**config.mk**
```make
export PLATFORM = sky130hd
export DESIGN_NAME = dk_sound_mixer_flat
export DESIGN_NICKNAME = d
export VERILOG_FILES = /design/src/rtl/dk_audio_pkg.sv /design/src/rtl/dk_sound_mixer_pkg.sv /design/src/rtl/dk_sound_mixer_if.sv /design/src/rtl/dk_mix_mac.sv /design/src/rtl/dk_sound_mixer.sv /design/src/flat_wrapper.sv
export SDC_FILE = /design/constraint.sdc
export NUM_CORES = 1
export LEC_CHECK = 0
export ABC_AREA = 1
export CAP_MARGIN = 20
export CELL_PAD_IN_SITES_DETAIL_PLACEMENT = 1
export CELL_PAD_IN_SITES_GLOBAL_PLACEMENT = 1
export CORE_ASPECT_RATIO = 0.8
export CORE_MARGIN = 1.5
export CORE_UTILIZATION = 45
export DETAILED_ROUTE_END_ITERATION = 16
export GPL_TIMING_DRIVEN = 0
export PLACE_DENSITY_LB_ADDON = 0.1
export SETUP_SLACK_MARGIN = 0.1
export SYNTH_ARGS = -nofsm -noshare
export SYNTH_HDL_FRONTEND = slang
export SYNTH_HIERARCHICAL = 1
export SYNTH_SLANG_ARGS = --single-unit
```
**constraint.sdc**
```tcl
create_clock -name clk -period 16.6 [get_ports clk]
set_input_delay 1.66 -clock clk [delete_from_list [all_inputs] [get_ports clk]]
set_output_delay 1.66 -clock clk [all_outputs]
set_load 0.05 [all_outputs]
```
**src/rtl/dk_audio_pkg.sv**
```systemverilog
// ----------------------------------------------------------------------------
// dk_audio_pkg
// Shared definitions for the discrete-sound audio path: the 16-bit signed
// sample type, its range limits and the saturating narrowing helper used by
// every stage that reduces a wide accumulator back to a sample.
// No ports (package).
// ----------------------------------------------------------------------------
package dk_audio_pkg;

  localparam int SAMPLE_W = 16;

  typedef logic signed [SAMPLE_W-1:0] sample_t;

  localparam sample_t SAMPLE_MAX = 16'sh7FFF;
  localparam sample_t SAMPLE_MIN = 16'sh8000;

  // Callers sign-extend their accumulator to 64 bits so one helper serves
  // every accumulator width in the audio chain.
  function automatic sample_t sat16(input logic signed [63:0] acc);
    logic signed [63:0] hi;
    logic signed [63:0] lo;
    hi = 64'(SAMPLE_MAX);
    lo = 64'(SAMPLE_MIN);
    if (acc > hi) begin
      return SAMPLE_MAX;
    end else if (acc < lo) begin
      return SAMPLE_MIN;
    end else begin
      return acc[SAMPLE_W-1:0];
    end
  endfunction

endpackage

```
**src/rtl/dk_sound_mixer_pkg.sv**
```systemverilog
// ----------------------------------------------------------------------------
// dk_sound_mixer_pkg
// Mixer-local definitions: FSM state encoding and the accumulator width
// rule (sample + gain + channel-count growth + one bit for the zero-extended
// gain sign), chosen so the running sum can never overflow.
// No ports (package).
// ----------------------------------------------------------------------------
package dk_sound_mixer_pkg;
  import dk_audio_pkg::*;

  typedef enum logic [1:0] {
    ST_IDLE  = 2'd0,
    ST_ACCUM = 2'd1,
    ST_SAT   = 2'd2
  } mix_state_t;

  function automatic int mix_acc_w(input int num_ch, input int gain_w);
    return SAMPLE_W + gain_w + $clog2(num_ch) + 1;
  endfunction

endpackage

```
**src/rtl/dk_sound_mixer_if.sv**
```systemverilog
// ----------------------------------------------------------------------------
// dk_sound_mixer_if
// Bundles the mixer's sample inputs, gains, strobe and mixed output.
//   audio_clk_en  sample strobe, one clk wide
//   ch_in         NUM_CH packed signed 16-bit samples, ch0 in [15:0]
//   ch_gain       NUM_CH packed unsigned Q1.(GAIN_W-1) gains
//   master_mute   forces the output sample to 0
//   mix_out       mixed, saturated sample (held between updates)
//   mix_valid     1-clk pulse when mix_out updates
//   overrun       sticky: a strobe arrived while the mixer was busy
// Modports: master = sound-generator side, slave = mixer side.
// ----------------------------------------------------------------------------
interface dk_sound_mixer_if #(
  parameter int NUM_CH = 4,
  parameter int GAIN_W = 8
);
  logic                       audio_clk_en;
  logic [NUM_CH*16-1:0]       ch_in;
  logic [NUM_CH*GAIN_W-1:0]   ch_gain;
  logic                       master_mute;
  logic signed [15:0]         mix_out;
  logic                       mix_valid;
  logic                       overrun;

  modport master (
    output audio_clk_en, ch_in, ch_gain, master_mute,
    input  mix_out, mix_valid, overrun
  );

  modport slave (
    input  audio_clk_en, ch_in, ch_gain, master_mute,
    output mix_out, mix_valid, overrun
  );
endinterface

```
**src/rtl/dk_mix_mac.sv**
```systemverilog
// ----------------------------------------------------------------------------
// dk_mix_mac
// Registered multiply-accumulate: acc += sample * gain, with the unsigned
// gain zero-extended so the product stays signed.
//   clk, reset_n   clock, asynchronous active-low reset
//   i_clr          clear the accumulator (wins over i_en)
//   i_en           add one product this cycle
//   i_sample       signed 16-bit sample
//   i_gain         unsigned gain
//   o_acc          current accumulator value
// ----------------------------------------------------------------------------
module dk_mix_mac
  import dk_audio_pkg::*;
#(
  parameter int GAIN_W = 8,
  parameter int ACC_W  = 27
) (
  input  logic                     clk,
  input  logic                     reset_n,
  input  logic                     i_clr,
  input  logic                     i_en,
  input  sample_t                  i_sample,
  input  logic [GAIN_W-1:0]        i_gain,
  output logic signed [ACC_W-1:0]  o_acc
);

  localparam int PROD_W = SAMPLE_W + GAIN_W + 1;

  logic signed [GAIN_W:0]     w_gain_s;
  logic signed [PROD_W-1:0]   w_prod;
  logic signed [ACC_W-1:0]    w_prod_ext;
  logic signed [ACC_W-1:0]    r_acc;

  assign w_gain_s   = {1'b0, i_gain};
  assign w_prod     = PROD_W'(i_sample) * PROD_W'(w_gain_s);
  assign w_prod_ext = ACC_W'(w_prod);

  // ---- accumulate stage ----
  always_ff @(posedge clk or negedge reset_n) begin
    if (!reset_n) begin
      r_acc <= '0;
    end else if (i_clr) begin
      r_acc <= '0;
    end else if (i_en) begin
      r_acc <= r_acc + w_prod_ext;
    end
  end

  assign o_acc = r_acc;

endmodule

```
**src/rtl/dk_sound_mixer.sv**
```systemverilog
// ----------------------------------------------------------------------------
// dk_sound_mixer
// On each audio strobe, snapshots all channel samples, gains and the mute
// flag, then sums ch[i]*gain[i] one channel per clock on a single MAC,
// shifts out the gain's fractional bits, saturates to 16 bits and presents
// the result with a one-clock valid pulse.
//   clk, reset_n   clock, asynchronous active-low reset (sync release)
//   bus            dk_sound_mixer_if.slave (strobe, samples, gains, mute,
//                  mixed output, valid, sticky overrun)
// A strobe that arrives while a mix is in progress (ACCUM or SAT) is dropped
// and latches overrun until reset.
// ----------------------------------------------------------------------------
module dk_sound_mixer
  import dk_audio_pkg::*;
  import dk_sound_mixer_pkg::*;
#(
  parameter int NUM_CH = 4,
  parameter int GAIN_W = 8
) (
  input  logic               clk,
  input  logic               reset_n,
  dk_sound_mixer_if.slave    bus
);

  localparam int ACC_W = mix_acc_w(NUM_CH, GAIN_W);
  localparam int IDX_W = $clog2(NUM_CH);
  localparam logic [IDX_W-1:0] LAST_IDX = IDX_W'(NUM_CH - 1);

  mix_state_t               r_state;
  logic [IDX_W-1:0]         r_idx;
  sample_t                  r_mix_out;
  logic                     r_mix_valid;
  logic                     r_overrun;

  sample_t                  r_snap_ch   [NUM_CH];
  logic [GAIN_W-1:0]        r_snap_gain [NUM_CH];
  logic                     r_snap_mute;

  logic                     w_start;
  logic                     w_mac_en;
  sample_t                  w_mac_sample;
  logic [GAIN_W-1:0]        w_mac_gain;
  logic signed [ACC_W-1:0]  w_acc;
  logic signed [ACC_W-1:0]  w_shift;
  logic signed [63:0]       w_wide;
  sample_t                  w_sat;

  assign w_start      = (r_state == ST_IDLE) && bus.audio_clk_en;
  assign w_mac_en     = (r_state == ST_ACCUM);
  assign w_mac_sample = r_snap_ch[r_idx];
  assign w_mac_gain   = r_snap_gain[r_idx];

  // ---- snapshot stage ----
  // Data-only registers: contents are don't-care until the first strobe, so
  // they carry no reset.
  always_ff @(posedge clk) begin
    if (w_start) begin
      for (int i = 0; i < NUM_CH; i++) begin
        r_snap_ch[i]   <= bus.ch_in[i*SAMPLE_W +: SAMPLE_W];
        r_snap_gain[i] <= bus.ch_gain[i*GAIN_W +: GAIN_W];
      end
      r_snap_mute <= bus.master_mute;
    end
  end

  // ---- multiply-accumulate stage ----
  dk_mix_mac #(
    .GAIN_W (GAIN_W),
    .ACC_W  (ACC_W)
  ) u_mac (
    .clk      (clk),
    .reset_n  (reset_n),
    .i_clr    (w_start),
    .i_en     (w_mac_en),
    .i_sample (w_mac_sample),
    .i_gain   (w_mac_gain),
    .o_acc    (w_acc)
  );

  // ---- saturate stage ----
  // Arithmetic shift drops the Q1.(GAIN_W-1) fraction, flooring toward -inf.
  assign w_shift = w_acc >>> (GAIN_W - 1);
  assign w_wide  = 64'(w_shift);
  assign w_sat   = r_snap_mute ? sample_t'(0) : sat16(w_wide);

  // ---- control FSM and output register ----
  always_ff @(posedge clk or negedge reset_n) begin
    if (!reset_n) begin
      r_state     <= ST_IDLE;
      r_idx       <= '0;
      r_mix_out   <= '0;
      r_mix_valid <= 1'b0;
      r_overrun   <= 1'b0;
    end else begin
      r_mix_valid <= 1'b0;
      if ((r_state != ST_IDLE) && bus.audio_clk_en) begin
        r_overrun <= 1'b1;
      end
      case (r_state)
        ST_IDLE: begin
          if (bus.audio_clk_en) begin
            r_idx   <= '0;
            r_state <= ST_ACCUM;
          end
        end
        ST_ACCUM: begin
          if (r_idx == LAST_IDX) begin
            r_state <= ST_SAT;
          end
          r_idx <= r_idx + IDX_W'(1);
        end
        ST_SAT: begin
          r_mix_out   <= w_sat;
          r_mix_valid <= 1'b1;
          r_state     <= ST_IDLE;
        end
        default: begin
          r_state <= ST_IDLE;
        end
      endcase
    end
  end

  assign bus.mix_out   = r_mix_out;
  assign bus.mix_valid = r_mix_valid;
  assign bus.overrun   = r_overrun;

endmodule

```
**src/flat_wrapper.sv**
```systemverilog
// flat-port wrapper written by rule: the top's interface ports become plain ports
module dk_sound_mixer_flat import dk_audio_pkg::*; import dk_sound_mixer_pkg::*;
#(
  parameter int NUM_CH = 4,
  parameter int GAIN_W = 8
)
  (clk, reset_n, bus_audio_clk_en, bus_ch_in, bus_ch_gain, bus_master_mute, bus_mix_out, bus_mix_valid, bus_overrun);
  dk_sound_mixer_if #(.NUM_CH(NUM_CH), .GAIN_W(GAIN_W)) bus_i ();
  input  logic clk;
  input  logic reset_n;
  input wire logic [$bits(bus_i.audio_clk_en)-1:0] bus_audio_clk_en;
  input wire logic [$bits(bus_i.ch_in)-1:0] bus_ch_in;
  input wire logic [$bits(bus_i.ch_gain)-1:0] bus_ch_gain;
  input wire logic [$bits(bus_i.master_mute)-1:0] bus_master_mute;
  output wire logic [$bits(bus_i.mix_out)-1:0] bus_mix_out;
  output wire logic [$bits(bus_i.mix_valid)-1:0] bus_mix_valid;
  output wire logic [$bits(bus_i.overrun)-1:0] bus_overrun;
  assign bus_i.audio_clk_en = bus_audio_clk_en;
  assign bus_i.ch_in = bus_ch_in;
  assign bus_i.ch_gain = bus_ch_gain;
  assign bus_i.master_mute = bus_master_mute;
  assign bus_mix_out = bus_i.mix_out;
  assign bus_mix_valid = bus_i.mix_valid;
  assign bus_overrun = bus_i.overrun;
  dk_sound_mixer #(.NUM_CH(NUM_CH), .GAIN_W(GAIN_W)) u_core (.clk(clk), .reset_n(reset_n), .bus(bus_i));
endmodule
```
==> flow_metrics.py <==
metrics = {
    "yosys": {
        "netlist.area_leader.share": 0.243,
        "ys_types": 40,
        "synth.ff_latch_count": 146,
        "synth.avg_cell_area_sq_um": 8.45,
        "synth_edf_count": 97,
        "synthArstFlopShare": 0.336,
        "syn-num-nets": 1707,
        "ys.flop_type": "edfxtp_1",
        "synth.area.top_cells": "edfxtp_1 (24%), fa_1 (21%), nand2_1 (12%)",
        "syn_inst": 1420,
        "yosysTopAreaCell": "edfxtp_1",
        "yosysSeqAreaShare": 0.345,
        "ys_warn_count": 6,
        "netlist_area_sq_mm": 0.0120,
    },
    "final_layout": {
        "stdcell_area_sq_mm": 0.0142,
        "nets": 1847,
        "drive_above_1_share": 0.0515,
        "fill_cells": 3203,
        "seqCellArea_sq_mm": 0.00414,
        "final_util": 0.542,
        "areaGrowthSynthToFinish_pct": 18.6,
        "multi_input_area_sq_mm": 0.00626,
        "antenna_cells": 0,
        "final_common_cell": "nand2_1",
        "most-common-layout-cells": "nand2_1 (391), inv_1 (353), fa_1 (127)",
    },
    "sta": {
        "maxSlewViolCount": 0,
        "setup_viol": 0,
        "fin_crit_sh": 0.427,
        "period_minus_slack_ns": 7.08,
        "hold_violations": 0,
        "rsz0062_at_grt": "false",
        "clock_skew_ns": 0.0111,
        "max_slew_margin": 0.446,
        "setup_ws_ns": 9.52,
        "worst_pin_slew_ns": 0.829,
        "fin_setup_tns_ns": 0,
        "maxClockFrequency_ghz": 0.141,
    },
    "clocking": {
        "hold_buffers": 0,
        "post_cts.repair.setup_buffers": 0,
        "cts_buffers": 17,
        "htreeDepth": 4,
        "clock_path_buffers": 2,
        "clk_pin_slew_worst_paths_ns": 0.06,
        "cts_tree": "yes",
        "clockRootBuffer": "clkbuf_16",
        "clock_latency_ns": 0.43,
        "clock-sinks": 146,
        "cts_resized": 0,
    },
    "floorplanning": {
        "start_util": 0.457,
        "die_h_microns": 149,
        "die_w_microns": 186,
        "dieArea_sq_mm": 0.0276,
        "io_pins": 118,
        "core_sq_mm": 0.0263,
        "fp-row-count": 53,
    },
    "drt": {
        "first_iter_violations": 457,
        "avgRoutedWirePerCell_microns": 17.5,
        "route.detailed.drc": 0,
        "num_vias": 9506,
        "final_antenna_net_count": 0,
        "drt_pre_antenna_iters": 5,
        "via_per_inst": 4.93,
        "drt_wl_total_microns": 33800,
    },
    "place": {
        "routabilityCongestion": 0.860,
        "numPortBuffers": 117,
        "placed_area_sq_mm": 0.0137,
        "hpwl_microns": 27800,
        "pre_cts_ws_ns": 9.63,
    },
    "critical_path": {
        "rr_worst_depth": 26,
        "worst-endpoint-required_ns": 16.90,
        "startpoint_type": "flip-flop",
        "path_max_fanout": 10,
        "critPathCaptureType": "flip-flop",
        "path_class": "flip-flop to flip-flop",
        "arrival_ns": 7.38,
    },
    "outcome": {
        "outcome": "complete, no violations",
    },
    "hold_path": {
        "worstHoldPathType": "flip-flop to flip-flop",
        "min_path_cells": 2,
    },
    "grt": {
        "globalRouteOverflowTotal": 0,
        "grt_pass1_wl_microns": 55200,
        "antenna_found_initial": 1,
        "grt_max_degree": 29,
        "grt_pass1_vias": 10446,
        "track_usage": 0.268,
    },
    "run": {
        "maxCapViolCount": 0,
    },
}
cells by family (layout without fill, tap and decap cells):
family                   after synthesis  after routing  synth area share
AO/OA/AOI/OAI                        132            132            0.0618
adder cells (fa/ha/maj)              187            187             0.275
AND/OR/NAND/NOR                      539            539             0.183
buffers and inverters                413            566             0.134
XOR/XNOR                               3              3           0.00219
flip-flops                           146            146             0.345
registers in the layout, indices dropped and copies added (netlist names):
signal	count
u_core/r_state	2
u_core/r_snap_ch	64
u_core/r_snap_gain	32
u_core/bus.overrun	1
u_core/bus.mix_valid	1
u_core/r_idx	2
u_core/r_snap_mute	1
u_core/bus.mix_out	16
u_core/u_mac/o_acc	27
Yosys cell counts, types with 4 or more instances:
cell      instances
buf_6             4
buf_2             5
nor2_2            7
nand2_2          11
nand2_1         391
nand3_1          30
nor2_1           82
o21ai_1           4
o22ai_1          30
edfxtp_1         97
dfrtp_1          49
fa_1            127
a21oi_1          22
ha_1             60
o21ai_0          66
inv_1           353
nand4_1           6
clkbuf_1         40
final timing paths:
kind,start,endpoint,slack [ns]
setup / recovery,u_core/r_idx[1],u_core/u_mac/o_acc[9],9.52
hold / removal,u_core/bus.mix_out[3],u_core/bus.mix_out[3],0.48
setup reg to reg,u_core/r_idx[1],u_core/u_mac/o_acc[9],9.52
hold reg to reg,u_core/bus.mix_out[3],u_core/bus.mix_out[3],0.48
max in group asynchronous,reset_n,u_core/u_mac/o_acc[17],14.78
min in group asynchronous,reset_n,u_core/r_state[0],1.25
through the flow:
step           instances  hold WS (ns)
5_1_grt             1930         0.503
3_3_place_gp        1894         0.462
6_report            1930         0.477
3_5_place_dp        1898         0.464
4_1_cts             1930         0.482
2_1_floorplan       1420         0.459
layout make-up:
type                            count  share of cell area
Clock inverter                     13             0.00616
Clock buffer                       19              0.0304
Timing Repair Buffer              121              0.0881
Tap cell                          357              0.0314
Sequential cell                   146               0.291
Buffer                             55              0.0180
Multi-Input combinational cell    861               0.440
Inverter                          358              0.0947
routing by layer:
metal | track usage | part of all wire
met1 | 0.361 | 0.46
met2 | 0.455 | 0.48
met3 | 0.0376 | 0.036
met4 | 0.0702 | 0.015
met5 | 0 | 0.00035
critical path, cell delays in order, from the launching register on:
cell and delay (ns):
dfrtp_1 0.49, inv_1 0.29, clkbuf_1 0.39, o21ai_0 0.18
o22ai_1 0.22, clkbuf_1 0.43, clkbuf_1 0.50, nand2_1 0.18
fa_1 0.57, inv_1 0.06, fa_1 0.51, inv_1 0.06
fa_1 0.49, inv_1 0.06, fa_1 0.53, inv_1 0.05
fa_1 0.51, inv_1 0.05, ha_1 0.35, nand2_1 0.16
inv_1 0.05, nand2_1 0.06, nand2_1 0.08, inv_1 0.06
nand2_1 0.17, o21ai_0 0.29, o21ai_0 0.14
Power is left out: the tool's default activity adds up to more than one toggle a clock period on the data nets, which glitch-free logic cannot reach.
==> RTL change, RTL diff (config.mk and constraints unchanged) <==
The 3 states of `mix_state_t` get a one-hot encoding in 3 bits.
--- a/src/rtl/dk_sound_mixer_pkg.sv
+++ b/src/rtl/dk_sound_mixer_pkg.sv
@@ -9,8 +9,8 @@
   import dk_audio_pkg::*;
 
-  typedef enum logic [1:0] {
-    ST_IDLE  = 2'd0,
-    ST_ACCUM = 2'd1,
-    ST_SAT   = 2'd2
+  typedef enum logic [2:0] {
+    ST_IDLE  = 3'b001,
+    ST_ACCUM = 3'b010,
+    ST_SAT   = 3'b100
   } mix_state_t;
 
Function: no difference found for any inputs over 4 cycles, from zero or initial values and one cycle with reset_n low; so few cycles prove little.
==> RTL change against the unedited design <==
- synthesized area is 0.22% lower
- sequential share of layout area increased by 0.15 points
- maximum frequency is 0.13% higher
- routed wire length increased by 0.48%
- worst setup slack better by 0.0092 ns
- count of clock-buffer cells in the layout unchanged
- core utilization increased by 0.21 points
- cell area grew 0.13%
- sequential cell count is 1 higher
- critical endpoint unchanged
Power is not shown: default switching activity piles up to over one toggle a cycle in this logic, so the estimate is an artifact.
==> RTL change: results <==
metrics = {
    "timing": {
        "skew_ns": 0.0122,
        "relSlewSlack_pct": 33.5,
    },
    "place": {
        "gp_congestion": 0.902,
        "place_inst": 1897,
        "place_hpwl_um": 27300,
    },
    "detailed_routing": {
        "first_pass_iters": 7,
        "drt_first_iter_violations": 508,
        "finalWirelength_um": 34000,
        "vias": 9597,
        "vias_per_cell": 4.98,
    },
    "worst_hold_path": {
        "holdCritStartpoint": "u_core/bus.overrun",
        "hold_depth": 1,
        "min_to": "u_core/bus.overrun",
        "min_path_type": "reg2reg",
    },
    "setup_path": {
        "crit_path_top_delay_cell": "fa_1",
        "slowest_delay_ns": 0.58,
        "cp_data_arrival_time_ns": 7.37,
        "crit_fanout": 10,
        "ff2ff_setup_slack_ns": 9.53,
        "r2r_end": "u_core/u_mac/o_acc[9]",
        "rr_worst_depth": 26,
    },
    "finish": {
        "drive_above_1_share_pct": 4.77,
        "top_register": "u_core/r_snap_ch",
        "n_antenna_cell": 0,
        "fill_cells": 3128,
        "largest_register_ff_count": 64,
        "nets": 1846,
    },
    "cts": {
        "clock_path_buffers": 2,
        "h-tree-depth": 4,
        "clk_pin_slew_ns": 0.06,
        "postCtsSetupBuffers": 0,
        "cts-root-buf": "clkbuf_16",
        "ctsResizeCount": 0,
        "clkLatencyLatePin_ns": 0.43,
    },
    "logic_synthesis": {
        "ys_top_cells_by_area": "edfxtp_1, fa_1, nand2_1, inv_1, dfrtp_1",
        "synth_commonest_cells": "nand2_1, inv_1, fa_1, edfxtp_1, nor2_1",
        "synth-async-reset-ratio_pct": 34.0,
        "synth_xor_area_share_pct": 0.220,
        "synth_compound_area_share_pct": 6.13,
        "synth_mux_area_share_pct": 0,
        "post_synth_fa_ha_maj_area_fraction_pct": 27.5,
        "synthCells": 1420,
        "ys_types": 37,
        "ys_seq_area_share_pct": 34.8,
        "yosysWarningCount": 6,
    },
    "grt": {
        "grt_pass1_vias": 10500,
        "track_usage_pct": 27.2,
        "grt_pass1_wl_um": 56000,
        "antenna_found_initial": 0,
        "grt_max_degree": 36,
    },
    "status": {
        "outcome": "completed",
    },
}
RTL change: cell types whose count changed in the layout (fill, tap and decap cells not counted), sizes merged, moves of 2 or more:
| cell | before | now |
|---|---|---|
| clkinvlp | 4 | 1 |
| buf | 18 | 13 |
| a21o | 1 | 3 |
| bufinv | 0 | 2 |
| clkbuf | 61 | 65 |
| nor3 | 4 | 6 |
RTL change: how the worst max path moves through the flow:
stage	end	cells after the start
CTS	u_core/u_mac/o_acc[26]	27
detailed placement	u_core/u_mac/o_acc[24]	25
global placement	u_core/u_mac/o_acc[5]	7
finish	u_core/u_mac/o_acc[9]	26
global route	u_core/u_mac/o_acc[10]	23
floorplan	u_core/u_mac/o_acc[5]	6
RTL change: worst register-to-register path, delay by kind of cell, from the launching register on:
kind / cells / cell delay [ns]
buf+inv: 11 / 2.07
compound gates: 4 / 0.83
simple gates: 5 / 0.60
flops: 1 / 0.50
fa+ha+maj: 6 / 2.95
RTL change: cell type report:
type                       instances  share of cell area, %
buffer                            55                   1.61
tap                              357                   3.14
inverter                         356                   9.38
clock buffer                      19                   3.11
clock inverter                    13                   1.05
sequential                       147                   29.2
timing repair buffer             120                   8.61
multi-input combinational        862                   43.8
RTL change: layer usage:
metal / part of all wire [%] / vias up / GRT usage [%] / routed length, µm
met3: 5.1 / 35 / 5.57 / 1720
met4: 1.3 / 0 / 5.81 / 451
li1: - / 4540 / - / -
met2: 48 / 219 / 46.1 / 16400
met5: 0 / - / 0 / 0
met1: 45 / 4803 / 36.0 / 15400
RTL change: through the flow:
step,instance area (µm²),hold slack (ns),setup WS [ns]
after global placement,13600,0.439,6.04
after global routing,14200,0.489,9.12
after CTS,14200,0.481,9.63
final,14200,0.475,9.53
after floorplan,12000,0.459,9.37
after detailed placement,13600,0.467,9.71
